### config.mk
export PLATFORM = sky130hd
export DESIGN_NAME = rx_8b9b_frame_ctrl
export DESIGN_NICKNAME = d
export VERILOG_FILES = /design/src/rtl/rx_8b9b_frame_ctrl.sv
export SDC_FILE = /design/constraint.sdc
export NUM_CORES = 1
export LEC_CHECK = 0
export CORE_MARGIN = 2
export CORE_UTILIZATION = 35
export DETAILED_ROUTE_END_ITERATION = 8
export GPL_ROUTABILITY_DRIVEN = 0
export PLACE_DENSITY = 0.59
export SYNTH_ARGS = -nofsm -noshare
export SYNTH_HDL_FRONTEND = slang
export SYNTH_SLANG_ARGS = --single-unit
### constraint.sdc
create_clock -name clk -period 3.1 [get_ports clk]
set_input_delay 0.93 -clock clk [delete_from_list [all_inputs] [get_ports clk]]
set_output_delay 0.93 -clock clk [all_outputs]
set_load 0.01 [all_outputs]
### src/rtl/rx_8b9b_frame_ctrl.sv
// Frame-level controller for the 8b9b receiver. It gates the receiver enable, buffers one
// frame of words, and hands completed frames downstream via valid/ready with random-access readout.
module rx_8b9b_frame_ctrl #(
    parameter int WORD_WIDTH     = 8,
    parameter int MAX_WORDS      = 16,
    parameter int ADDR_WIDTH     = 4,
    parameter int LEN_WIDTH      = 5,
    parameter int TIMEOUT_CYCLES = 32
) (
    input  logic                  clk,
    input  logic                  sync_reset_n,
    input  logic                  ctrl_enable,
    output logic                  rx_enable,
    input  logic [WORD_WIDTH-1:0] rx_word,
    input  logic                  rx_word_write,
    input  logic                  rx_frame_complete,
    output logic                  frame_valid,
    input  logic                  frame_ready,
    output logic [LEN_WIDTH-1:0]  frame_len,
    input  logic [ADDR_WIDTH-1:0] rd_addr,
    output logic [WORD_WIDTH-1:0] rd_data,
    output logic                  err_overflow,
    output logic                  err_timeout,
    output logic                  err_drop,
    output logic [15:0]           frame_count
);

    localparam int TCNT_WIDTH = $clog2(TIMEOUT_CYCLES + 1);
    localparam logic [LEN_WIDTH-1:0]  MAX_LEN   = LEN_WIDTH'(MAX_WORDS);
    localparam logic [TCNT_WIDTH-1:0] TCNT_LAST = TCNT_WIDTH'(TIMEOUT_CYCLES - 1);

    typedef enum logic [1:0] {
        S_IDLE,
        S_ARMED,
        S_RECEIVE,
        S_HOLD
    } state_t;

    logic [WORD_WIDTH-1:0] r_mem [0:(2**ADDR_WIDTH)-1];

    state_t                r_state;
    logic [LEN_WIDTH-1:0]  r_wcnt;
    logic [TCNT_WIDTH-1:0] r_tcnt;
    logic                  r_ovf;
    logic                  r_rx_enable;
    logic                  r_frame_valid;
    logic [LEN_WIDTH-1:0]  r_frame_len;
    logic [WORD_WIDTH-1:0] r_rd_data;
    logic                  r_err_overflow;
    logic                  r_err_timeout;
    logic                  r_err_drop;
    logic [15:0]           r_frame_count;

    logic                  w_full;
    logic                  w_ovf_now;
    logic                  w_timeout;
    logic                  w_wr_en;
    logic [ADDR_WIDTH-1:0] w_wr_addr;

    assign w_full    = (r_wcnt == MAX_LEN);
    // The word that overflows the buffer may itself carry frame_complete, so fold it in.
    assign w_ovf_now = r_ovf | (rx_word_write & w_full);
    assign w_timeout = !rx_word_write && (r_tcnt == TCNT_LAST);
    assign w_wr_en   = rx_word_write &&
                       ((r_state == S_ARMED) || ((r_state == S_RECEIVE) && !w_full));
    assign w_wr_addr = (r_state == S_ARMED) ? '0 : r_wcnt[ADDR_WIDTH-1:0];

    always_ff @(posedge clk) begin
        if (w_wr_en) begin
            r_mem[w_wr_addr] <= rx_word;
        end
    end

    always_ff @(posedge clk) begin
        if (!sync_reset_n) begin
            r_rd_data <= '0;
        end else begin
            r_rd_data <= r_mem[rd_addr];
        end
    end

    always_ff @(posedge clk) begin
        if (!sync_reset_n) begin
            r_state        <= S_IDLE;
            r_wcnt         <= '0;
            r_tcnt         <= '0;
            r_ovf          <= 1'b0;
            r_rx_enable    <= 1'b0;
            r_frame_valid  <= 1'b0;
            r_frame_len    <= '0;
            r_err_overflow <= 1'b0;
            r_err_timeout  <= 1'b0;
            r_err_drop     <= 1'b0;
            r_frame_count  <= '0;
        end else begin
            r_err_overflow <= 1'b0;
            r_err_timeout  <= 1'b0;
            r_err_drop     <= 1'b0;
            case (r_state)
                S_IDLE: begin
                    if (rx_word_write) begin
                        r_err_drop <= 1'b1;
                    end else if (ctrl_enable) begin
                        r_state     <= S_ARMED;
                        r_rx_enable <= 1'b1;
                    end
                end
                S_ARMED: begin
                    if (rx_word_write) begin
                        r_wcnt      <= LEN_WIDTH'(1);
                        r_tcnt      <= '0;
                        r_ovf       <= 1'b0;
                        r_rx_enable <= 1'b0;
                        if (rx_frame_complete) begin
                            r_state       <= S_HOLD;
                            r_frame_valid <= 1'b1;
                            r_frame_len   <= LEN_WIDTH'(1);
                        end else begin
                            r_state <= S_RECEIVE;
                        end
                    end else if (!ctrl_enable) begin
                        r_state     <= S_IDLE;
                        r_rx_enable <= 1'b0;
                    end
                end
                S_RECEIVE: begin
                    if (rx_word_write) begin
                        r_tcnt <= '0;
                        if (w_full) begin
                            r_ovf <= 1'b1;
                        end else begin
                            r_wcnt <= r_wcnt + LEN_WIDTH'(1);
                        end
                    end else begin
                        r_tcnt <= r_tcnt + TCNT_WIDTH'(1);
                    end
                    // Completion wins over a coincident timeout.
                    if (rx_frame_complete) begin
                        if (w_ovf_now) begin
                            r_err_overflow <= 1'b1;
                            r_ovf          <= 1'b0;
                            r_wcnt         <= '0;
                            r_state        <= ctrl_enable ? S_ARMED : S_IDLE;
                            r_rx_enable    <= ctrl_enable;
                        end else begin
                            r_state       <= S_HOLD;
                            r_frame_valid <= 1'b1;
                            r_frame_len   <= rx_word_write ? (r_wcnt + LEN_WIDTH'(1)) : r_wcnt;
                        end
                    end else if (w_timeout) begin
                        r_err_timeout <= 1'b1;
                        r_wcnt        <= '0;
                        r_ovf         <= 1'b0;
                        r_state       <= ctrl_enable ? S_ARMED : S_IDLE;
                        r_rx_enable   <= ctrl_enable;
                    end
                end
                S_HOLD: begin
                    if (rx_word_write) begin
                        r_err_drop <= 1'b1;
                    end
                    if (frame_ready) begin
                        r_frame_count <= r_frame_count + 16'd1;
                        r_wcnt        <= '0;
                        r_frame_valid <= 1'b0;
                        r_frame_len   <= '0;
                        r_state       <= ctrl_enable ? S_ARMED : S_IDLE;
                        r_rx_enable   <= ctrl_enable;
                    end
                end
                default: begin
                    r_state     <= S_IDLE;
                    r_rx_enable <= 1'b0;
                end
            endcase
        end
    end

    assign rx_enable    = r_rx_enable;
    assign frame_valid  = r_frame_valid;
    assign frame_len    = r_frame_len;
    assign rd_data      = r_rd_data;
    assign err_overflow = r_err_overflow;
    assign err_timeout  = r_err_timeout;
    assign err_drop     = r_err_drop;
    assign frame_count  = r_frame_count;

endmodule

==> results of run 1 <==
critical path: stages:
cell,delay (ns)
clkdlybuf4s50_1,0.53
or4_4,0.57
a21o_4,0.26
a21bo_4,0.23
o311a_1,0.32
flip-flops by register name (all words and copies together), names as in the netlist:
signal,count
r_wcnt,5
frame_valid,1
frame_count,16
err_drop,1
frame_len,5
rx_enable,1
rd_data,8
r_tcnt,6
r_ovf,1
err_overflow,1
err_timeout,1
r_mem,128
r_state,2
Yosys cell counts, drive strengths merged:
cell type,instances
edfxtp,128
nand2,50
dfxtp,48
nor2,45
mux2i,22
mux4,22
clkbuf,16
mux2,15
a21oi,12
nand3,12
o21ai,12
and2,11
xor2,11
buf,10
ha,9
nand4,9
o22ai,9
inv,7
o211ai,7
xnor2,7
nor3,6
nand2b,5
nor2b,5
o221ai,5
a31oi,3
and3,3
o211a,3
or3b,3
a211oi,2
and3b,2
nor4,2
or4,2
a21bo,1
a21o,1
a22oi,1
and4,1
nand3b,1
nor4bb,1
o21a,1
o311a,1
o31ai,1
or2,1
or3,1
final cells by class:
type,count,share of cell area (%)
inverter,7,0.297
clock inverter,14,1.59
timing repair buffer,79,8.52
multi-input combinational,305,26.6
tap,270,3.82
sequential,176,54.4
clock buffer,18,4.85
logic make-up (layout without fill, tap and decap cells):
kind of cell | after synthesis | after routing | share of synthesized area [%]
DFF | 176 | 176 | 65.9
and+or+nand+nor | 160 | 160 | 10.8
AOI/OAI and AO/OA | 59 | 59 | 5.55
muxes | 59 | 59 | 12.1
buffers and inverters | 33 | 118 | 1.82
xor gates and xnor gates | 18 | 18 | 2.16
adders and majority gates | 9 | 9 | 1.55
cells in the final DEF (no fill, tap or decap), types with 12 or more instances in the layout:
cell type,synthesis,routed
buf_4,0,25
nor2_1,45,45
dfxtp_1,48,48
mux2i_1,22,22
nand2_1,49,49
nand3_1,12,12
a21oi_1,12,12
mux4_2,22,22
clkbuf_16,0,17
mux2_2,15,15
edfxtp_1,128,128
clkdlybuf4s50_1,0,50
through the flow:
step	utilization (%)	worst slack, ns
2_1_floorplan	-	0.326
3_3_place_gp	40.6	0.179
5_1_grt	43.4	0.558
6_report	43.4	0.586
3_5_place_dp	40.6	0.165
4_1_cts	43.4	0.619
power by group through the flow:
stage / Clock, mW / Sequential [mW] / Combinational, mW
4_1_cts: 2.12 / 2.64 / 0.692
6_report: 2.07 / 2.64 / 0.687
2_1_floorplan: 0 / 2.69 / 0.426
3_3_place_gp: 0 / 2.69 / 0.669
3_5_place_dp: 0 / 2.69 / 0.688
5_1_grt: 2.21 / 2.65 / 0.757
worst min-delay path by stage:
stage,start,endpoint,depth (start not counted)
floorplan,r_wcnt[4],r_wcnt[4],2
global placement,frame_len[0],frame_len[0],2
detailed placement,rx_enable,rx_enable,2
CTS,frame_len[1],frame_len[1],2
global route,frame_len[1],frame_len[1],2
finish,frame_len[1],frame_len[1],2
per-layer routing:
metal	part of all wire, %	vias to the layer above	global-route usage (%)
met5	0	-	0
met4	1.5	0	4.67
met3	4.7	14	4.05
met2	48	93	24.2
met1	46	2170	19.9
li1	-	2070	-
==> out/results.txt, run 1 <==
Status: finished clean
R2r startpoint: r_wcnt[0]
Post-synthesis net count: 541
I/O Pins: 52
Critical Path End: r_state[0]
Worst hold path type: reg -> reg
Die H: 148 µm
Nets: 613
Data arrival, critical path: 2.83 ns
CTS Hold Bufs: 0
Initial drt markers: 337
TritonRoute pass-1 iters: 5
Worst-path fanout max: 7
Synthesized cell area: 7290 µm²
Yosys warns: 0
# diodes: 0
Layout cells sized above 1: 17.4%
Top-area cell type share of the netlist area: 52.8%
Synth top area cells: edfxtp_1, dfxtp_1, mux4_2
Distinct cell type count after synthesis: 49
Core area: 20,400 µm²
Vias in the first global route: 4,398
Remaining Overflow, GRT: 0
Placed inst area: 8270 µm²
Setup Fix Bufs, Post-CTS: 0
Minimum clock period: 2.51 ns
RSZ-0062 raised after global routing: false
Initial antenna violation count: 0
Post-cts sizing count: 0
Hold Vio Cnt, Final: 0
Fill cells: 1,844
# DRC: 0
First-pass GRT wire length: 24,800 µm
Dpl cells: 837
WL final: 15,700 µm
Cells on worst reg2reg path: 7
Clock Sinks: 176
CP startpoint kind: input port
Crit end category: flip-flop
Hold Slack: 0.466 ns
Setup TNS: 0 ns
Leakage power: 3.03 nW
Starting density of the core: 35.8%
Largest net degree at the start of global routing: 43
Crit path from: rx_word_write
Clock Skew: 0.0115 ns
Final design area excluding fillers: 8840 µm²
Max Freq: 398 MHz
Gr usage total: 15.0%
CTS H-tree lvls: 4
Yosys top cell by area: edfxtp_1
Register share of total power: 49.0%
Clk Latency, worst-skew pair: 0.43 ns
Synthesized flop and latch total: 176
Psw: 1.32 mW
Crit Path Class: in -> reg
Final setup viols: 0
Root cell of the clock tree: clkbuf_16
Max-cap violations: 0
Area occupied by multi-input gates: 2350 µm²
TritonCTS buffer count: 17
Reg clk slew, reported paths: 0.07 ns
Fin. max-slew vios: 0
Cells after synthesis: 514
ANT nets after route: 0
Headroom to the max-slew limit: 49.2%
Die width: 148 µm
Pwr dens: 611 nW/µm²
Worst reg2reg endpoint: r_mem[9][7]
FF+latch area: 4800 µm²
Req. time, crit path: 3.42 ns
Comb pwr share: 12.7%
Worst slew pin tran: 0.760 ns
Int Pwr: 4.08 mW
Tcrit/Tclk final: 81.1%
Via/cell ratio: 5.00
Clk pwr share: 38.3%
Sw Ratio: 24.4%
Power consumption: 5.40 mW
PortBufs: 51
Internal reg-to-reg setup slack: 0.67 ns
Maximum root-to-sink buffer count: 2
DP Wirelength: 10,600 µm
Die area: 22,000 µm²
Drt wl/cell: 18.1 µm
Sequential share of the synthesized area: 65.9%
CTS tree: yes
Synthesis-to-layout area growth: 21.3%
Fin cells: 869
Average cell area after synthesis: 14.2 µm²
VDD IR-drop max: 0.000490 V
Via count: 4,347
Row cnt: 52
Power figures use the tool's default switching activity.
==> inputs of run 2 (changes only) <==
--- a/config.mk
+++ b/config.mk
@@ -9,7 +9,7 @@
 export CORE_UTILIZATION = 35
 export DETAILED_ROUTE_END_ITERATION = 8
 export GPL_ROUTABILITY_DRIVEN = 0
-export PLACE_DENSITY = 0.59
+export PLACE_DENSITY = 0.61
 export SYNTH_ARGS = -nofsm -noshare
 export SYNTH_HDL_FRONTEND = slang
 export SYNTH_SLANG_ARGS = --single-unit
==> constraint.sdc (replaced) <==
create_clock -name clk -period 2.2 [get_ports clk]
set_input_delay 0.66 -clock clk [delete_from_list [all_inputs] [get_ports clk]]
set_output_delay 0.66 -clock clk [all_outputs]
set_load 0.01 [all_outputs]
==> out/results.txt, run 2 (synthesis gave the netlist of run 1 again) <==
Max-cap violations: 0 (unchanged)
Fin. max-slew vios: 0 (unchanged)
Most frequent cells in the layout: edfxtp_1, nand2_1, clkdlybuf4s50_1
Final design area excluding fillers: 9130 µm² (+3.3%)
RSZ-0062 raised after global routing: false
Status: finished clean
ANT nets after route: 0 (unchanged)
Crit Path Class: reg -> out
Pwr dens: 869 nW/µm² (+42%)
R2r startpoint: r_wcnt[0]
Cells on worst reg2reg path: 6 (-1)
CTS Hold Bufs: 0 (unchanged)
Core area: 20,400 µm² (unchanged)
Req. time, crit path: 1.54 ns (-1.88 ns)
Starting density of the core: 35.8% (unchanged)
First-pass GRT wire length: 24,600 µm (-1.0%)
CP startpoint kind: flip-flop
Reg clk slew, reported paths: 0.07 ns (about the same)
Initial drt markers: 210 (-38%)
Worst reg2reg endpoint: r_mem[8][7]
Tcrit/Tclk final: 96.4%
Die width: 148 µm (unchanged)
CP max-delay cell: clkdlybuf4s50_1
Minimum clock period: 2.12 ns
# DRC: 0 (unchanged)
Vias in the first global route: 4,667 (+6.1%)
Synthesis-to-layout area growth: 25.4%
Largest net degree at the start of global routing: 28 (-35%)
Headroom to the max-slew limit: 57.9% (+8.8 points)
Leakage power: 3.19 nW (+5.4%)
Final setup viols: 0 (unchanged)
VDD IR-drop max: 0.000548 V (+12%)
PortBufs: 51 (unchanged)
Max reg flops: 128 (unchanged)
Via count: 4,420 (+1.7%)
DP Wirelength: 10,300 µm (-2.3%)
Placed inst area: 8500 µm² (+2.8%)
Die H: 148 µm (unchanged)
Crit path cell chain: clkdlybuf4s50_1
TritonRoute pass-1 iters: 4 (-1)
Crit end category: primary output
Row cnt: 52 (unchanged)
Die area: 22,000 µm² (unchanged)
Layout cells sized above 1: 22.4% (+5.0 points)
HP Start: frame_len[0]
Worst hold path type: reg -> reg
Most flops, register: r_mem
Cell count of the worst hold path: 2 (unchanged)
Post-cts sizing count: 0 (unchanged)
I/O Pins: 52 (unchanged)
Worst-path fanout max: 6 (-1)
Setup Fix Bufs, Post-CTS: 0 (unchanged)
Remaining Overflow, GRT: 0 (unchanged)
Post-layout util: 44.9% (+1.4 points)
Root cell of the clock tree: clkbuf_16
Internal reg-to-reg setup slack: 0.10 ns (-0.57 ns)
Drt wl/cell: 17.3 µm (-4.3%)
WL final: 15,400 µm (-1.9%)
Worst slew pin tran: 0.629 ns (-0.131 ns)
TritonCTS buffer count: 17 (unchanged)
Crit-path max cell delay: 0.58 ns (about the same)
CTS H-tree lvls: 4 (unchanged)
CTS tree: yes
Clk Latency, worst-skew pair: 0.43 ns (about the same)
# diodes: 0 (unchanged)
Clock Sinks: 176 (unchanged)
Sink of the worst hold path: frame_len[0]
Data arrival, critical path: 1.46 ns (-1.37 ns)
Initial antenna violation count: 0 (unchanged)
Top delay family on crit path: buffers and inverters
Gr usage total: 14.6% (-0.36 points)
Nets: 635 (+3.6%)
WP buf/inv: 1 (unchanged)
Hold Vio Cnt, Final: 0 (unchanged)
Most common cell after layout, fill and taps aside: edfxtp_1
Clock Skew: 0.0121 ns (+0.000607 ns)
Maximum root-to-sink buffer count: 2 (unchanged)
Via/cell ratio: 4.96 (-0.83%)
Max Freq: 472 MHz
run 2: cell types whose count changed in the layout (fill, tap and decap cells not counted), sizes merged:
cell / change
clkdlybuf4s50: -1
clkbuf: -1
bufinv: +1
clkinvlp: -2
dlymetal6s2s: +1
buf: +22
inv: +5
clkinv: -3
run 2: layout make-up:
type / instances / area, µm²
fill: 1802 / 11200
sequential: 176 / 4800
multi-input combinational: 305 / 2400
timing repair buffer: 101 / 946
clock buffer: 17 / 425
tap: 270 / 338
clock inverter: 15 / 196
inverter: 7 / 26.3
run 2: worst max path at each step:
| stage | from | end | slack (ns) | cells past startpoint |
|---|---|---|---|---|
| after floorplan | rx_word_write | r_mem[1][0] | -0.04 | 5 |
| after global placement | rx_word_write | r_state[0] | -0.38 | 5 |
| after detailed placement | rx_word_write | r_state[0] | -0.41 | 5 |
| after CTS | rx_word_write | r_state[0] | 0.04 | 5 |
| after global routing | r_wcnt[0] | r_mem[8][0] | 0.01 | 6 |
| final | frame_count[5] | frame_count[5] | 0.08 | 1 |
run 2: where the power goes:
group	total [mW]	switching (mW)	internal, mW
clock	3.14	1.31	1.82
sequential	3.70	0.0449	3.65
combinational	1.10	0.582	0.514
total	7.93	1.94	5.99
run 2: metal layers:
metal	global-route usage (%)	vias to the layer above	routed length, µm	share of wire, %
li1	-	2125	-	-
met1	18.2	2181	6810	44
met2	25.3	101	7740	50
met3	3.80	13	723	4.7
met4	4.00	0	127	0.82
met5	0	-	0	0
run 2: stage by stage:
| step | TNS, ns | hold slack (ns) | setup slack (ns) | total power [mW] | std cells |
|---|---|---|---|---|---|
| after floorplan | -0.911 | 0.472 | -0.0379 | 4.40 | 514 |
| after global placement | -27.09 | 0.444 | -0.379 | 4.85 | 859 |
| after detailed placement | -33.26 | 0.466 | -0.413 | 4.86 | 859 |
| after CTS | 0 | 0.484 | 0.0410 | 8.00 | 891 |
| after global routing | 0 | 0.503 | 0.0132 | 8.24 | 891 |
| final | 0 | 0.471 | 0.0799 | 7.93 | 891 |
